$ cat config.mk
export PLATFORM = sky130hd
export DESIGN_NAME = shared_reg_arbiter_flat
export DESIGN_NICKNAME = d
export VERILOG_FILES = /design/src/rtl/shared_reg_arbiter_pkg.sv /design/src/rtl/shared_reg_arbiter_if.sv /design/src/rtl/shared_reg_arbiter_rr_pick.sv /design/src/rtl/shared_reg_arbiter.sv /design/src/flat_wrapper.sv
export SDC_FILE = /design/constraint.sdc
export NUM_CORES = 1
export LEC_CHECK = 0
export CORE_MARGIN = 2
export CORE_UTILIZATION = 25
export DETAILED_ROUTE_END_ITERATION = 16
export GPL_TIMING_DRIVEN = 0
export SYNTH_ARGS = -nofsm -noshare
export SYNTH_HDL_FRONTEND = slang
export SYNTH_SLANG_ARGS = --single-unit
$ cat constraint.sdc
create_clock -name clk -period 1.55 [get_ports clk]
set_input_delay 0.31 -clock clk [delete_from_list [all_inputs] [get_ports clk]]
set_output_delay 0.31 -clock clk [all_outputs]
set_load 0.01 [all_outputs]
$ cat src/rtl/shared_reg_arbiter_pkg.sv
// Shared types and default sizing for the shared-register arbiter.
// Latency: n/a (declarations only).
// Backpressure: n/a.
package shared_reg_arb_pkg;

    typedef enum logic {
        IDLE  = 1'b0,
        GRANT = 1'b1
    } state_t;

    localparam int DEF_N        = 4;
    localparam int DEF_W        = 8;
    localparam int DEF_MAX_HOLD = 16;

    // Index width for n items; never zero so single-bit vectors stay legal
    function automatic int idx_w(input int n);
        return (n > 1) ? $clog2(n) : 1;
    endfunction

endpackage

$ cat src/rtl/shared_reg_arbiter_if.sv
// Requester-side bundle of the shared-register arbiter: requests, strobes, data, grant/status.
// Latency: n/a (wiring only).
// Backpressure: requesters wait for grant; there is no other flow control.
interface shared_reg_arbiter_if
    import shared_reg_arb_pkg::*;
#(
    parameter int N = DEF_N,
    parameter int W = DEF_W
) ();
    localparam int IW = idx_w(N);

    logic [N-1:0]   req;
    logic [N-1:0]   we;
    logic [N*W-1:0] wdata;
    logic [N-1:0]   grant;
    logic [W-1:0]   q;
    logic [IW-1:0]  owner;
    logic           busy;
    logic           timeout;

    modport master (output req, we, wdata, input grant, q, owner, busy, timeout);
    modport slave  (input req, we, wdata, output grant, q, owner, busy, timeout);

endinterface

$ cat src/rtl/shared_reg_arbiter_rr_pick.sv
// Combinational round-robin picker: first set req bit at or above ptr, wrapping to 0.
// Latency: 0 cycles (pure combinational).
// Backpressure: none; any=0 when no request is pending.
module rr_pick
    import shared_reg_arb_pkg::*;
#(
    parameter int N  = DEF_N,
    parameter int IW = idx_w(N)
) (
    input  logic [N-1:0]  req,
    input  logic [IW-1:0] ptr,
    output logic [IW-1:0] winner,
    output logic          any
);
    logic [N-1:0] rot;
    logic [IW:0]  sum;

    // Rotate so ptr sits at bit 0, take the lowest set bit, then map back to an absolute index
    always_comb begin
        rot    = N'({req, req} >> ptr);
        winner = '0;
        any    = 1'b0;
        sum    = '0;
        for (int i = 0; i < N; i++) begin
            if (!any && rot[i]) begin
                any = 1'b1;
                sum = {1'b0, ptr} + (IW+1)'(i);
                if (sum >= (IW+1)'(N)) begin
                    sum = sum - (IW+1)'(N);
                end
                winner = sum[IW-1:0];
            end
        end
    end

endmodule

$ cat src/rtl/shared_reg_arbiter.sv
// Round-robin owner arbiter + write sequencer for one shared register; optional forced release via SHREG_ARB_TIMEOUT_EN.
// Latency: grant 1 edge after req in IDLE, write visible 1 edge after strobe, one idle cycle between owners.
// Backpressure: non-owners simply wait; their strobes are dropped until they hold grant.
module shared_reg_arbiter
    import shared_reg_arb_pkg::*;
#(
    parameter int N        = DEF_N,
    parameter int W        = DEF_W,
    parameter int MAX_HOLD = DEF_MAX_HOLD
) (
    input  logic                  clk,
    input  logic                  rst,
    shared_reg_arbiter_if.slave   bus
);
    localparam int IW = idx_w(N);

    if (N < 2 || W < 1 || MAX_HOLD < 1) begin : g_param_chk
        $error("shared_reg_arbiter: needs N >= 2, W >= 1, MAX_HOLD >= 1");
    end

    state_t        state, state_nxt;
    logic [N-1:0]  grant_r, grant_nxt;
    logic [IW-1:0] owner_r, owner_nxt;
    logic [IW-1:0] ptr_r, ptr_nxt;
    logic [IW-1:0] pick_idx;
    logic          pick_any;
    logic [IW-1:0] after_owner;
    logic          owner_req;
    logic          owner_wr;
    logic [W-1:0]  q_r;

`ifdef SHREG_ARB_TIMEOUT_EN
    localparam int CW = (MAX_HOLD > 1) ? $clog2(MAX_HOLD) : 1;
    logic [CW-1:0] hold_r, hold_nxt;
    logic          to_r, to_nxt;
`endif

    rr_pick #(.N(N), .IW(IW)) u_pick (
        .req    (bus.req),
        .ptr    (ptr_r),
        .winner (pick_idx),
        .any    (pick_any)
    );

    assign owner_req   = bus.req[owner_r];
    assign owner_wr    = (state == GRANT) && owner_req && bus.we[owner_r];
    assign after_owner = (owner_r == IW'(N-1)) ? '0 : owner_r + 1'b1;

    // Next-state logic: grant from IDLE, release to IDLE on request drop (or hold limit)
    always_comb begin
        state_nxt = state;
        grant_nxt = grant_r;
        owner_nxt = owner_r;
        ptr_nxt   = ptr_r;
`ifdef SHREG_ARB_TIMEOUT_EN
        hold_nxt  = hold_r;
        to_nxt    = 1'b0;
`endif
        unique case (state)
            IDLE: begin
`ifdef SHREG_ARB_TIMEOUT_EN
                hold_nxt = '0;
`endif
                if (pick_any) begin
                    state_nxt = GRANT;
                    grant_nxt = N'(1) << pick_idx;
                    owner_nxt = pick_idx;
                end
            end
            GRANT: begin
                if (!owner_req) begin
                    state_nxt = IDLE;
                    grant_nxt = '0;
                    ptr_nxt   = after_owner;
`ifdef SHREG_ARB_TIMEOUT_EN
                    hold_nxt  = '0;
`endif
                end else begin
`ifdef SHREG_ARB_TIMEOUT_EN
                    // Owner has now held grant for MAX_HOLD cycles: force it off
                    if (hold_r == CW'(MAX_HOLD-1)) begin
                        state_nxt = IDLE;
                        grant_nxt = '0;
                        ptr_nxt   = after_owner;
                        hold_nxt  = '0;
                        to_nxt    = 1'b1;
                    end else begin
                        hold_nxt  = hold_r + 1'b1;
                    end
`endif
                end
            end
            default: begin
                state_nxt = IDLE;
                grant_nxt = '0;
            end
        endcase
    end

    // Arbitration state registers, cleared asynchronously by rst
    always_ff @(posedge clk or posedge rst) begin
        if (rst) begin
            state   <= IDLE;
            grant_r <= '0;
            owner_r <= '0;
            ptr_r   <= '0;
`ifdef SHREG_ARB_TIMEOUT_EN
            hold_r  <= '0;
            to_r    <= 1'b0;
`endif
        end else begin
            state   <= state_nxt;
            grant_r <= grant_nxt;
            owner_r <= owner_nxt;
            ptr_r   <= ptr_nxt;
`ifdef SHREG_ARB_TIMEOUT_EN
            hold_r  <= hold_nxt;
            to_r    <= to_nxt;
`endif
        end
    end

    // Shared data register: loads only from the current owner's strobe, including on a forced-release edge
    always_ff @(posedge clk or posedge rst) begin
        if (rst) begin
            q_r <= '0;
        end else if (owner_wr) begin
            q_r <= bus.wdata[int'(owner_r)*W +: W];
        end
    end

    assign bus.grant = grant_r;
    assign bus.q     = q_r;
    assign bus.owner = owner_r;
    assign bus.busy  = (state == GRANT);
`ifdef SHREG_ARB_TIMEOUT_EN
    assign bus.timeout = to_r;
`else
    assign bus.timeout = 1'b0;
`endif

endmodule

$ cat src/flat_wrapper.sv
// flat-port wrapper written by rule: the top's interface ports become plain ports
module shared_reg_arbiter_flat import shared_reg_arb_pkg::*;
#(
    parameter int N        = DEF_N,
    parameter int W        = DEF_W,
    parameter int MAX_HOLD = DEF_MAX_HOLD
)
  (clk, rst, bus_req, bus_we, bus_wdata, bus_grant, bus_q, bus_owner, bus_busy, bus_timeout);
  shared_reg_arbiter_if #(.N(N), .W(W)) bus_i ();
  input  logic clk;
  input  logic rst;
  input wire logic [$bits(bus_i.req)-1:0] bus_req;
  input wire logic [$bits(bus_i.we)-1:0] bus_we;
  input wire logic [$bits(bus_i.wdata)-1:0] bus_wdata;
  output wire logic [$bits(bus_i.grant)-1:0] bus_grant;
  output wire logic [$bits(bus_i.q)-1:0] bus_q;
  output wire logic [$bits(bus_i.owner)-1:0] bus_owner;
  output wire logic [$bits(bus_i.busy)-1:0] bus_busy;
  output wire logic [$bits(bus_i.timeout)-1:0] bus_timeout;
  assign bus_i.req = bus_req;
  assign bus_i.we = bus_we;
  assign bus_i.wdata = bus_wdata;
  assign bus_grant = bus_i.grant;
  assign bus_q = bus_i.q;
  assign bus_owner = bus_i.owner;
  assign bus_busy = bus_i.busy;
  assign bus_timeout = bus_i.timeout;
  shared_reg_arbiter #(.N(N), .W(W), .MAX_HOLD(MAX_HOLD)) u_core (.clk(clk), .rst(rst), .bus(bus_i));
endmodule
=== After elaboration in Yosys (flattened, before gate mapping) ===
Cells that the tools add are included.

* Flip-flop bits (word level): 17
* Bits of input ports: 42
* Output and inout bits: 16

* $add $sub $neg: 8
* $lt $le $gt $ge: 5
* Equal/unequal tests: 3
* Shift operators: 3
* Multiplexer cells: 23
* Bitwise gates (word level): 2
* Reductions and logical operators: 11

{| class="wikitable"
|+ Operators with widths
! kind !! number
|-
| $shiftx A32 B6 Y8 || 1
|-
| $mux W2 || 9
|-
| $ge A3 B3 Y1 const B || 3
|-
| $mux W1 || 8
|-
| $mux W4 || 2
|-
| $pmux W4 S2 || 1
|-
| $shr A8 B2 Y4 || 1
|-
| $sub A2 B1 Y2 const B || 4
|-
| $add A2 B2 Y3 const B || 2
|-
| $reduce_and A2 Y1 || 3
|-
| $logic_and A1 B1 Y1 || 5
|-
| $bmux W1 S2 || 2
|-
| $shl A1 B2 Y4 const A || 1
|-
| $add A2 B1 Y3 const B || 1
|-
| $ge A2 B3 Y1 const B || 1
|-
| $logic_not A1 Y1 || 3
|-
| $lt A2 B3 Y1 const B || 1
|-
| $add A2 B1 Y2 const B || 1
|-
| $eq A2 B2 Y1 const B || 1
|-
| $ne A2 B1 Y1 const B || 1
|-
| $ne A2 B2 Y1 const B || 1
|-
| $not A1 Y1 || 2
|-
| $pmux W1 S2 || 1
|}

=== Longest topological paths before layout ===
* Word-level depth: 14
* Gate-level depth with buffers: 4
* Gate-level depth less buffers: 4

=== Modules after synthesis ===
From an unflattened synthesis, not the netlist that was laid out.

* Cells, all modules: 84
* Area total of the unflattened synthesis: 1102.3 µm²

{| class="wikitable"
|+ Modules (own cells, without submodules)
! module !! instances !! cells an instance !! area each (µm²)
|-
| shared_reg_arbiter || 1 || 72 || 1028.5
|-
| rr_pick || 1 || 12 || 73.8
|}

=== Worst setup path after synthesis ===
No wires, ideal clock.

* Path type: reg-to-reg
* From: reg u_core.owner_r[0] (netlist: u_core.bus.owner[0])
* To: reg u_core.q_r[0] (netlist: u_core.bus.q[0])
* Library setup time: 125 ps
* Arrival: 1539 ps
* Required time: 1425 ps
* Setup slack: -114 ps
* Stages on the path, launching flop included: 4
* Cell sequence: dfrtp_1 buf_2 mux4_2 mux2_2

* Longest elaborated chain between the ends: 4
* Elaborated cells on any way between the ends: 7
* Classes of those cells: 1 x shift; 4 x mux; 2 x reduce/logical

{| class="wikitable"
|+ Ends and longest elaborated chain
! element !! line !! text
|-
| start, declared || shared_reg_arbiter.sv:23 || <nowiki>logic [IW-1:0] owner_r, owner_nxt;</nowiki>
|-
| start signal, assigned || shared_reg_arbiter.sv:114 || <nowiki>owner_r <= owner_nxt;</nowiki>
|-
| branches (longest 4 deep; another with $shiftx A32 B6 Y8) || n/a ||
|-
| end signal, assigned || shared_reg_arbiter.sv:128 || <nowiki>q_r <= bus.wdata[int'(owner_r)*W +: W];</nowiki>
|-
| end, declared || shared_reg_arbiter.sv:30 || <nowiki>logic [W-1:0] q_r;</nowiki>
|}

Parallel ways; which one is timed is not known. The select of a mux whose other input is x is not followed.
A chain may end at the register's enable or synchronous reset.

=== Final worst setup path ===
* From: reg u_core.owner_r[0] (netlist: u_core.bus.owner[0])
* To: reg u_core.q_r[3] (netlist: u_core.bus.q[3])

Same word-level chain as after synthesis.

==> results.tsv <==
metric	value	unit
core box area	0.00374	mm2
Initial Util	0.265	
area of the multi-input gates	614	um2
switch share	0.342	
gpl congestion	0.712	
Net Count, Synth	117	
Antenna Nets Post-Route	0	
DR vias	869	
measured slew at the worst slew-check pin	639	ps
post-DP HPWL	2110	um
crit start category	register	
vias in the first global route	902	
layout cell share with drive strength beyond 1	0.302	
post-DR vias/cell	4.65	
Syn. warnings	0	
# setup viols final	14	
gr usage total	0.126	
total grt overflow	0	
critical path's top delay family	multiplexers	
initial antenna violation count	0	
Slew HR	0.574	
Max Buffers Root-to-Sink	2	
met1 usage	0.160	
CTS tree	built	
required time of the critical path	1680	ps
Syn Inst Count	74	
max-slew violation count	0	
Peak VDD IR	0.000785	V
CTS sink count	17	
CP Capture Type	register	
Setup Skew	0.576	ps
critical path's largest stage delay	600	ps
share of power burned in registers	0.274	
sequential fraction of the synthesis area	0.429	
status	finished with violations	
fmax	603	MHz
Root Buffer	clkbuf_8	
Chip Width	67.0	um
P&R area growth vs syn	79.9	%
n_diodes	0	
H-tree depth	1	
Post-CTS Hold Fix Bufs	0	
Worst Slack Setup Final	-107	ps
ranking of synthesized cells by area	dfrtp_1, mux4_2, mux2_2	
setup TNS	-1160	ps
crit path kind	register to register	
Remaining DRCs	0	
met3 usage	0.0321	
Sequential cell area	428	um2
worst path cell trace	mux4_2 -> nand3_4 -> mux2_4	
first-pass GRT wire length	4220	um
Synth cell types	23	
failing checks	negative setup slack	
FILL cells	346	
# nets final	183	
M2 GR Usage	0.218	
combinational fraction of design power	0.621	
clock power share	0.105	
critical path data arrival time	1790	ps
P_sw	0.00106	W
largest net degree at the start of global routing	18	
Std-Cell Rows	22	
die area	0.00448	mm2
Syn Area/Cell	13.4	um2
Hold Path Class	input pin to asynchronous set/reset pin	
crit path time final	1660	ps
final std cells w/o fill	187	
Clk Latency, worst-skew pair	250	ps
final period utilization	1.07	
Yosys reg bits	17	
crit-path max FO	8	
GRT busiest layer	met2	
cell count after placement	178	
Static Leak	0.759	nW
CP bufs+invs	0	
Die H	67.0	um
Initial DRC Count	18	
Final Hold Vio Count	0	
Clock transition at path regs	60	ps
clock buffers created by TritonCTS	3	
drt first pass iters	4	
synthesized area	991	um2
per-cell routed wire length	14.5	um
number of top-level pins	58	
share of the synthesized area in the top cell type	0.429	
max_cap viols	0	
PwrDens	1730	mW/mm2
Critical-path top delay cell	mux4_2	
RSZ-0062 raised after global routing	true	
cell taking the most area after synthesis	dfrtp_1	
Pint	0.00203	W
drt total wl	2710	um
I/O Buffers	56	
per-stage QoR:
step / util / hold slack, ps / instance area, um2 / power, W / worst slack (ps)
4_1_cts: 0.461 / 471 / 1730 / 0.00297 / -102
3_5_place_dp: 0.431 / 482 / 1620 / 0.00243 / -487
5_1_grt: 0.476 / 530 / 1780 / 0.00329 / -134
6_report: 0.476 / 456 / 1780 / 0.00308 / -107
3_3_place_gp: 0.431 / 490 / 1620 / 0.00240 / -494
2_1_floorplan: - / 236 / 995 / 0.00176 / -49.1
repair_timing:
item,CTS,global route
setup buffers,4,1
endpoints found under the setup margin,17,15
pin swaps,1,4
gates resized for setup,18,11
Yosys cell counts:
library cell   n
nor2b_1        1
nand2_1        5
dfrtp_1       17
nand2b_1       2
ha_1           1
or3_1          1
o41ai_1        1
nor4_1         2
buf_2          2
mux4_2        10
a311oi_1       1
nand3_4        1
a21oi_1        3
buf_4          1
nor2_1         3
o2bb2ai_1      2
o211a_1        1
mux2_2        10
conb_1         1
o21ai_0        3
inv_1          3
nor3_1         1
a22o_1         2
registers in the layout (all words and copies together), names as in the netlist:
signal and flops:
u_core.bus.q 8, u_core.bus.grant 4, u_core.bus.owner 2, u_core.ptr_r 2, u_core.bus.busy 1
layout make-up:
| cell class | instances | share of cell area |
|---|---|---|
| repair buffers | 61 | 0.338 |
| well taps | 48 | 0.0337 |
| inverters | 3 | 0.00632 |
| clock buffers | 4 | 0.0253 |
| flip-flops and latches | 17 | 0.240 |
| plain buffers | 3 | 0.0126 |
| multi-input cells | 51 | 0.345 |
worst register-to-register path, delay by kind of cell (launching register included):
| family | cells | cell delay, ps |
|---|---|---|
| AND/OR/NAND/NOR | 1 | 190 |
| multiplexers | 2 | 930 |
| flip-flops | 1 | 430 |
cell families after synthesis:
| family | count (synthesis) | share of synthesized area |
|---|---|---|
| AOI/OAI and AO/OA | 13 | 0.0934 |
| and+or+nand+nor | 16 | 0.0909 |
| other | 1 | 0.00378 |
| buffers and inverters | 6 | 0.0290 |
| muxes | 20 | 0.341 |
| adders and majority gates | 1 | 0.0126 |
| DFF | 17 | 0.429 |
final timing paths:
path	from	to	slack (ps)	depth (start not counted)
max	u_core.bus.owner[0]$_DFFE_PP0P_	u_core.bus.q[3]$_DFFE_PP0P_	-110	3
min	rst	u_core.bus.q[3]$_DFFE_PP0P_	460	2
max reg2reg	u_core.bus.owner[0]$_DFFE_PP0P_	u_core.bus.q[3]$_DFFE_PP0P_	-110	3
min reg2reg	u_core.bus.grant[0]$_DFFE_PP0P_	u_core.bus.grant[0]$_DFFE_PP0P_	510	1
max in group asynchronous	rst	u_core.bus.busy$_DFF_PP0_	640	2
min in group clk	u_core.bus.grant[0]$_DFFE_PP0P_	u_core.bus.grant[0]$_DFFE_PP0P_	510	1
placed cells by master (no fill, tap or decap), types with 2 or more instances in the layout:
cell type / netlist / layout
nand2_4: 0 / 2
clkbuf_8: 0 / 3
mux4_2: 10 / 10
nor2_1: 3 / 2
inv_1: 3 / 3
nand2b_1: 2 / 2
a21oi_1: 3 / 3
dfrtp_2: 0 / 2
mux2_2: 10 / 2
mux2_4: 0 / 8
buf_4: 1 / 6
a22o_1: 2 / 2
dlygate4sd2_1: 0 / 5
clkdlybuf4s50_1: 0 / 50
o21ai_0: 3 / 2
o2bb2ai_2: 0 / 2
buf_6: 0 / 2
dfrtp_1: 17 / 15
nand2_1: 5 / 3
power groups by stage:
stage / registers (W) / logic, W / clock network, W
global route: 0.000882 / 0.00204 / 0.000364
detailed placement: 0.000857 / 0.00157 / 0
CTS: 0.000838 / 0.00180 / 0.000334
floorplan: 0.000917 / 0.000841 / 0
global placement: 0.000853 / 0.00155 / 0
finish: 0.000846 / 0.00192 / 0.000322
metal layers:
metal | vias to the layer above | part of all wire
met3 | 0 | 0.052
met1 | 427 | 0.41
met4 | 0 | 0
li1 | 417 | -
met5 | - | 0
met2 | 25 | 0.54
No activity file was read; power rests on OpenSTA's default activity.
